==> config.mk <==
export PLATFORM = sky130hd
export DESIGN_NAME = imm_encoder
export DESIGN_NICKNAME = d
export VERILOG_FILES = /design/src/rtl/imm_encoder.sv
export SDC_FILE = /design/constraint.sdc
export NUM_CORES = 1
export LEC_CHECK = 0
export CORE_ASPECT_RATIO = 1.1
export CORE_MARGIN = 2
export CORE_UTILIZATION = 35
export DETAILED_ROUTE_END_ITERATION = 8
export GPL_TIMING_DRIVEN = 0
export RECOVER_POWER = 100
export REMOVE_ABC_BUFFERS = 1
export SLEW_MARGIN = 15
export SYNTH_ARGS = -nofsm -noshare
export SYNTH_HDL_FRONTEND = slang
export SYNTH_SLANG_ARGS = --single-unit
export TNS_END_PERCENT = 5
==> constraint.sdc <==
create_clock -name clk -period 5.7 [get_ports clk]
set_clock_uncertainty 0.05 [all_clocks]
set_input_delay 1.14 -clock clk [delete_from_list [all_inputs] [get_ports clk]]
set_output_delay 1.14 -clock clk [all_outputs]
set_load 0.01 [all_outputs]
==> src/rtl/imm_encoder.sv <==
// Packs a 32-bit immediate into the I/S/B/J/U immediate fields of a RISC-V instruction word.
// Two-stage valid/ready pipeline. Optional re-decode check enabled by IMM_ENC_SELFCHECK_EN.
module imm_encoder #(
  parameter int unsigned ERR_CNT_W = 16
) (
  input  logic                 clk,
  input  logic                 rst,
  input  logic                 in_valid,
  output logic                 in_ready,
  input  logic [2:0]           ImmSrc,
  input  logic [31:0]          imm,
  input  logic [31:0]          base,
  output logic                 out_valid,
  input  logic                 out_ready,
  output logic [31:0]          instr,
  output logic                 range_err,
`ifdef IMM_ENC_SELFCHECK_EN
  output logic                 selfchk_fail,
`endif
  output logic [ERR_CNT_W-1:0] err_count
);

  localparam logic [2:0] SRC_I = 3'd0;
  localparam logic [2:0] SRC_S = 3'd1;
  localparam logic [2:0] SRC_B = 3'd2;
  localparam logic [2:0] SRC_J = 3'd3;
  localparam logic [2:0] SRC_U = 3'd4;

  // Overwrite the format's immediate field in b; other bits pass through.
  function automatic logic [31:0] place(input logic [2:0] src, input logic [31:0] v,
                                        input logic [31:0] b);
    logic [31:0] r;
    r = b;
    case (src)
      SRC_I: r[31:20] = v[11:0];
      SRC_S: begin
        r[31:25] = v[11:5];
        r[11:7]  = v[4:0];
      end
      SRC_B: begin
        r[31]    = v[12];
        r[30:25] = v[10:5];
        r[11:8]  = v[4:1];
        r[7]     = v[11];
      end
      SRC_J: begin
        r[31]    = v[20];
        r[30:21] = v[10:1];
        r[20]    = v[11];
        r[19:12] = v[19:12];
      end
      SRC_U:   r[31:12] = v[31:12];
      default: r = b;
    endcase
    return r;
  endfunction

  // High bits must be a pure sign extension and dropped low bits must be zero.
  function automatic logic not_repr(input logic [2:0] src, input logic [31:0] v);
    logic e;
    case (src)
      SRC_I, SRC_S: e = !((&v[31:11]) || !(|v[31:11]));
      SRC_B:        e = v[0] || !((&v[31:12]) || !(|v[31:12]));
      SRC_J:        e = v[0] || !((&v[31:20]) || !(|v[31:20]));
      SRC_U:        e = |v[11:0];
      default:      e = 1'b1;
    endcase
    return e;
  endfunction

`ifdef IMM_ENC_SELFCHECK_EN
  // Immediate extender: recovers the immediate a decoder would see.
  function automatic logic [31:0] extract(input logic [2:0] src, input logic [31:0] w);
    logic [31:0] r;
    case (src)
      SRC_I:   r = {{20{w[31]}}, w[31:20]};
      SRC_S:   r = {{20{w[31]}}, w[31:25], w[11:7]};
      SRC_B:   r = {{19{w[31]}}, w[31], w[7], w[30:25], w[11:8], 1'b0};
      SRC_J:   r = {{11{w[31]}}, w[31], w[19:12], w[20], w[30:21], 1'b0};
      SRC_U:   r = {w[31:12], 12'b0};
      default: r = 32'b0;
    endcase
    return r;
  endfunction
`endif

  logic        s1_valid;
  logic [2:0]  s1_src;
  logic [31:0] s1_imm;
  logic [31:0] s1_base;
  logic        s1_err;
  logic        s1_adv;
  logic [31:0] s1_instr;

  assign s1_adv   = !out_valid || out_ready;
  assign in_ready = !s1_valid || s1_adv;
  assign s1_instr = place(s1_src, s1_imm, s1_base);

  // Stage 1 capture, stage 2 merge, and saturating error counter.
  always_ff @(posedge clk or posedge rst) begin
    if (rst) begin
      s1_valid     <= 1'b0;
      s1_src       <= 3'b0;
      s1_imm       <= 32'b0;
      s1_base      <= 32'b0;
      s1_err       <= 1'b0;
      out_valid    <= 1'b0;
      instr        <= 32'b0;
      range_err    <= 1'b0;
      err_count    <= '0;
`ifdef IMM_ENC_SELFCHECK_EN
      selfchk_fail <= 1'b0;
`endif
    end else begin
      if (in_valid && in_ready) begin
        s1_valid <= 1'b1;
        s1_src   <= ImmSrc;
        s1_imm   <= imm;
        s1_base  <= base;
        s1_err   <= not_repr(ImmSrc, imm);
      end else if (s1_adv) begin
        s1_valid <= 1'b0;
      end

      if (s1_adv) begin
        out_valid <= s1_valid;
        if (s1_valid) begin
          instr     <= s1_instr;
          range_err <= s1_err;
        end
`ifdef IMM_ENC_SELFCHECK_EN
        selfchk_fail <= s1_valid && !s1_err && (extract(s1_src, s1_instr) != s1_imm);
`endif
      end

      if (out_valid && out_ready && range_err && (err_count != {ERR_CNT_W{1'b1}}))
        err_count <= err_count + ERR_CNT_W'(1);
    end
  end

endmodule

==> impl_metrics.toml <==
[min_path]
timing.hold.worst.class = "register to register"
holdCritStartpoint = "instr[27]$_DFFE_PP0P_"

[synthesis]
yosys.area_share.simple = 0.0945
syn_area_um2 = 5130
synth_xor_area_frac = 0.0273
postSynthAreaPerCell_um2 = 12.2
portion_of_synthesized_cell_area_occupied_by_the_leading_cell_type = 0.581
yosys.area_share.adder = 0.00244
synth-seq-area-share = 0.581
synth_top_area_cell = "sky130_fd_sc_hd__dfrtp_1"
number_of_flops_mapped_to_enable_cells_by_yosys = 0
postSynthRegisterBits = 119
multiplexer_share_of_the_synthesized_area = 0.198
synth_cells = 420
synth.yosys.warnings = 0
synth-compound-area-share = 0.0762
synth.lib_cells_used.distinct = 41
synth_flop_cell = "sky130_fd_sc_hd__dfrtp_1"
synth_async_sr_flop_share = 1.00
largest_family_of_logic_cells_by_synthesized_area = "multiplexers"
top_cells_by_area_synth = "sky130_fd_sc_hd__dfrtp_1, sky130_fd_sc_hd__mux2_2, sky130_fd_sc_hd__nand2_1"

[detailed_routing]
route.final.wire_length_um = 12100
route.vias.total = 3692
route.antenna.remaining_nets = 0
vias_per_cell = 4.95
drc = 0
wire_per_inst_um = 16.2
drt_pre_antenna_iters = 4
drt_iter0_drc = 173

[sta]
layout_min_cycle_time_ns = 3.82
maxClockFrequency_mhz = 261
pins_over_slew_limit = 55
max_slew_margin = -0.673
layout_setup_ws_ns = 1.88
final-hold-violation-count = 0
rsz0062_at_grt = "no"
post-route-period-util = 0.671
setup_viol = 0
worst-slew-pin-transition_ns = 2.50

[worst_setup_path]
cp-startpoint = "out_ready"
crit_path_end_kind = "register"
cp-start-kind = "input port"
crit_path_cell_trace = "dlygate4sd3_1, nand2b_1, nand2_1, clkbuf_1, mux2_2"
reg2reg_from = "out_valid$_DFFE_PP0P_"
setup.worst_path.class = "input port to register"
worst-path-max-fanout = 32
cpPeakStageDelay_ns = 0.99
timing.critical_path.arrival_ns = 4.05
crit_required_ns = 5.93
slowest_stage = "sky130_fd_sc_hd__clkbuf_1"

[clocking]
ctsHtreeMaxLevel = 4
cts_root_buf = "sky130_fd_sc_hd__clkbuf_16"
tritoncts_num_sinks = 119
cts_resized = 0
clock_edge_transition_at_the_registers_on_the_reported_setup_and_hold_paths_ns = 0.05
cts_post_setup_buffers_inserted = 0
cts_inserted_buffers = 17
cts_tree = "done"
worstSkewPairLatency_ns = 0.40
max-clock-path-buffers = 2
cts-hold-fix-buffers = 0

[placed_design]
dpl.hpwl_um = 8630
post-place-cells = 717
placement.io_buffers = 121
gp_congestion = 0.809
dp_worst_setup_slack_ns = 2.06

[floorplanning]
design.core.area_um2 = 14400
die_area_um2 = 15600
initial_core_util = 0.356
die-width_um = 119
design.portCount = 122
die_height_um = 131
floorplan.rows = 46

[status]
failing_checks = "max-capacitance violations, max-slew violations"
status = "finished with violations"

[final_layout]
final_layout_size_suffix_gt1_frac = 0.197
antenna_cells = 0
flow.area_growth_from_synthesis_pct = 37.6
finalNetCount = 616
stdcell_count = 746

[global_route]
grt_max_degree = 66
first_pass_grt_wire_length_um = 19700
globalRoute.totalOverflow = 0
groute.usage.overall = 0.164
vias_in_the_first_global_route = 3837
grt_antenna_before_repair = 0

[run]
cap_viol_max_count = 1

[power_and_ir_drop]
power_leakage_nw = 2.97
worst_ir_drop_vdd_uv = 187
p_per_area_nw_per_um2 = 366
==> synthesized netlist by cell type, types with 2 or more instances <==
master / count
sky130_fd_sc_hd__dfrtp_1: 119
sky130_fd_sc_hd__mux2_2: 76
sky130_fd_sc_hd__nand2_1: 43
sky130_fd_sc_hd__o21ai_0: 32
sky130_fd_sc_hd__nor2_1: 18
sky130_fd_sc_hd__mux2i_1: 16
sky130_fd_sc_hd__a21oi_1: 15
sky130_fd_sc_hd__clkbuf_1: 10
sky130_fd_sc_hd__nand4_1: 10
sky130_fd_sc_hd__xnor2_1: 9
sky130_fd_sc_hd__nand3_1: 7
sky130_fd_sc_hd__xor2_1: 7
sky130_fd_sc_hd__inv_1: 6
sky130_fd_sc_hd__buf_1: 5
sky130_fd_sc_hd__nor4_1: 5
sky130_fd_sc_hd__nand2b_1: 4
sky130_fd_sc_hd__nor3_1: 4
sky130_fd_sc_hd__o22ai_1: 4
sky130_fd_sc_hd__buf_2: 3
sky130_fd_sc_hd__o31ai_1: 3
sky130_fd_sc_hd__nand3b_1: 2
sky130_fd_sc_hd__o211ai_1: 2
sky130_fd_sc_hd__or4_1: 2
==> state kept, by name, summed over array words and instances (netlist names) <==
signal and count:
s1_valid 1, range_err 1, s1_src 3, err_count 16, instr 32, out_valid 1
s1_imm 32, s1_base 32, s1_err 1
==> area by class of cell <==
| class | instances | area (um^2) |
|---|---|---|
| Multi-Input combinational cell | 276 | 2030 |
| Fill cell | 1332 | 7340 |
| Timing Repair Buffer | 124 | 1270 |
| Clock inverter | 5 | 25.0 |
| Clock buffer | 24 | 482 |
| Tap cell | 192 | 240 |
| Sequential cell | 119 | 2980 |
| Inverter | 6 | 23.8 |
==> metrics by stage <==
stage / hold WS [ns] / util / total power, mW / cell area [um^2] / TNS (ns)
global placement: 0.412 / 0.451 / 1.71 / 6490 / -49.27
CTS: 0.436 / 0.493 / 2.67 / 7100 / 0
floorplan: 0.407 / - / 1.41 / 5040 / 0
finish: 0.424 / 0.490 / 2.58 / 7050 / 0
global route: 0.457 / 0.490 / 2.74 / 7050 / 0
detailed placement: 0.424 / 0.458 / 1.73 / 6590 / 0
==> power breakdown <==
part,total [mW],switching (mW),internal [mW]
Clock,0.913,0.336,0.577
Sequential,1.12,0.112,1.00
Combinational,0.554,0.243,0.311
Total,2.58,0.691,1.89
==> cell families (layout without fill, tap and decap cells) <==
kind of cell / after synthesis / after routing
buffers and inverters: 25 / 159
xor gates and xnor gates: 16 / 16
adders and majority gates: 1 / 1
muxes: 92 / 92
DFF: 119 / 119
AOI/OAI and AO/OA: 66 / 66
and+or+nand+nor: 101 / 101
==> metal layers <==
layer | global-route usage | wire, um
met5 | 0 | 0
met1 | 0.196 | 5180
met4 | 0.0637 | 216
met2 | 0.271 | 5820
met3 | 0.0647 | 894
==> worst paths after layout <==
check	cells past startpoint	slack, ns	endpoint
worst max-delay path	5	1.88	instr[3]$_DFFE_PP0P_
worst min-delay path	2	0.42	instr[27]$_DFFE_PP0P_
worst max register to register	4	2.87	instr[3]$_DFFE_PP0P_
worst min register to register	2	0.42	instr[27]$_DFFE_PP0P_
max in group asynchronous	2	2.62	instr[1]$_DFFE_PP0P_
min in group asynchronous	2	1.84	s1_base[10]$_DFFE_PP0P_
==> worst max-delay path: cells and delay by family <==
family / cells / cell delay [ns]
buffers and inverters: 2 / 1.56
multiplexers: 1 / 0.42
AND/OR/NAND/NOR: 2 / 0.91
==> layout by cell type, fill, tap and decap left out, types with 15 or more instances in the layout <==
cell type                         Yosys  routed
sky130_fd_sc_hd__dlygate4sd3_1        0      53
sky130_fd_sc_hd__a21oi_1             15      15
sky130_fd_sc_hd__nor2_1              18      18
sky130_fd_sc_hd__mux2i_1             16      16
sky130_fd_sc_hd__o21ai_0             32      32
sky130_fd_sc_hd__nand2_1             43      43
sky130_fd_sc_hd__dfrtp_1            119     119
sky130_fd_sc_hd__mux2_2              76      76
sky130_fd_sc_hd__clkdlybuf4s50_1      0      68
sky130_fd_sc_hd__clkbuf_16            0      17
Power figures use the tool's default switching activity.
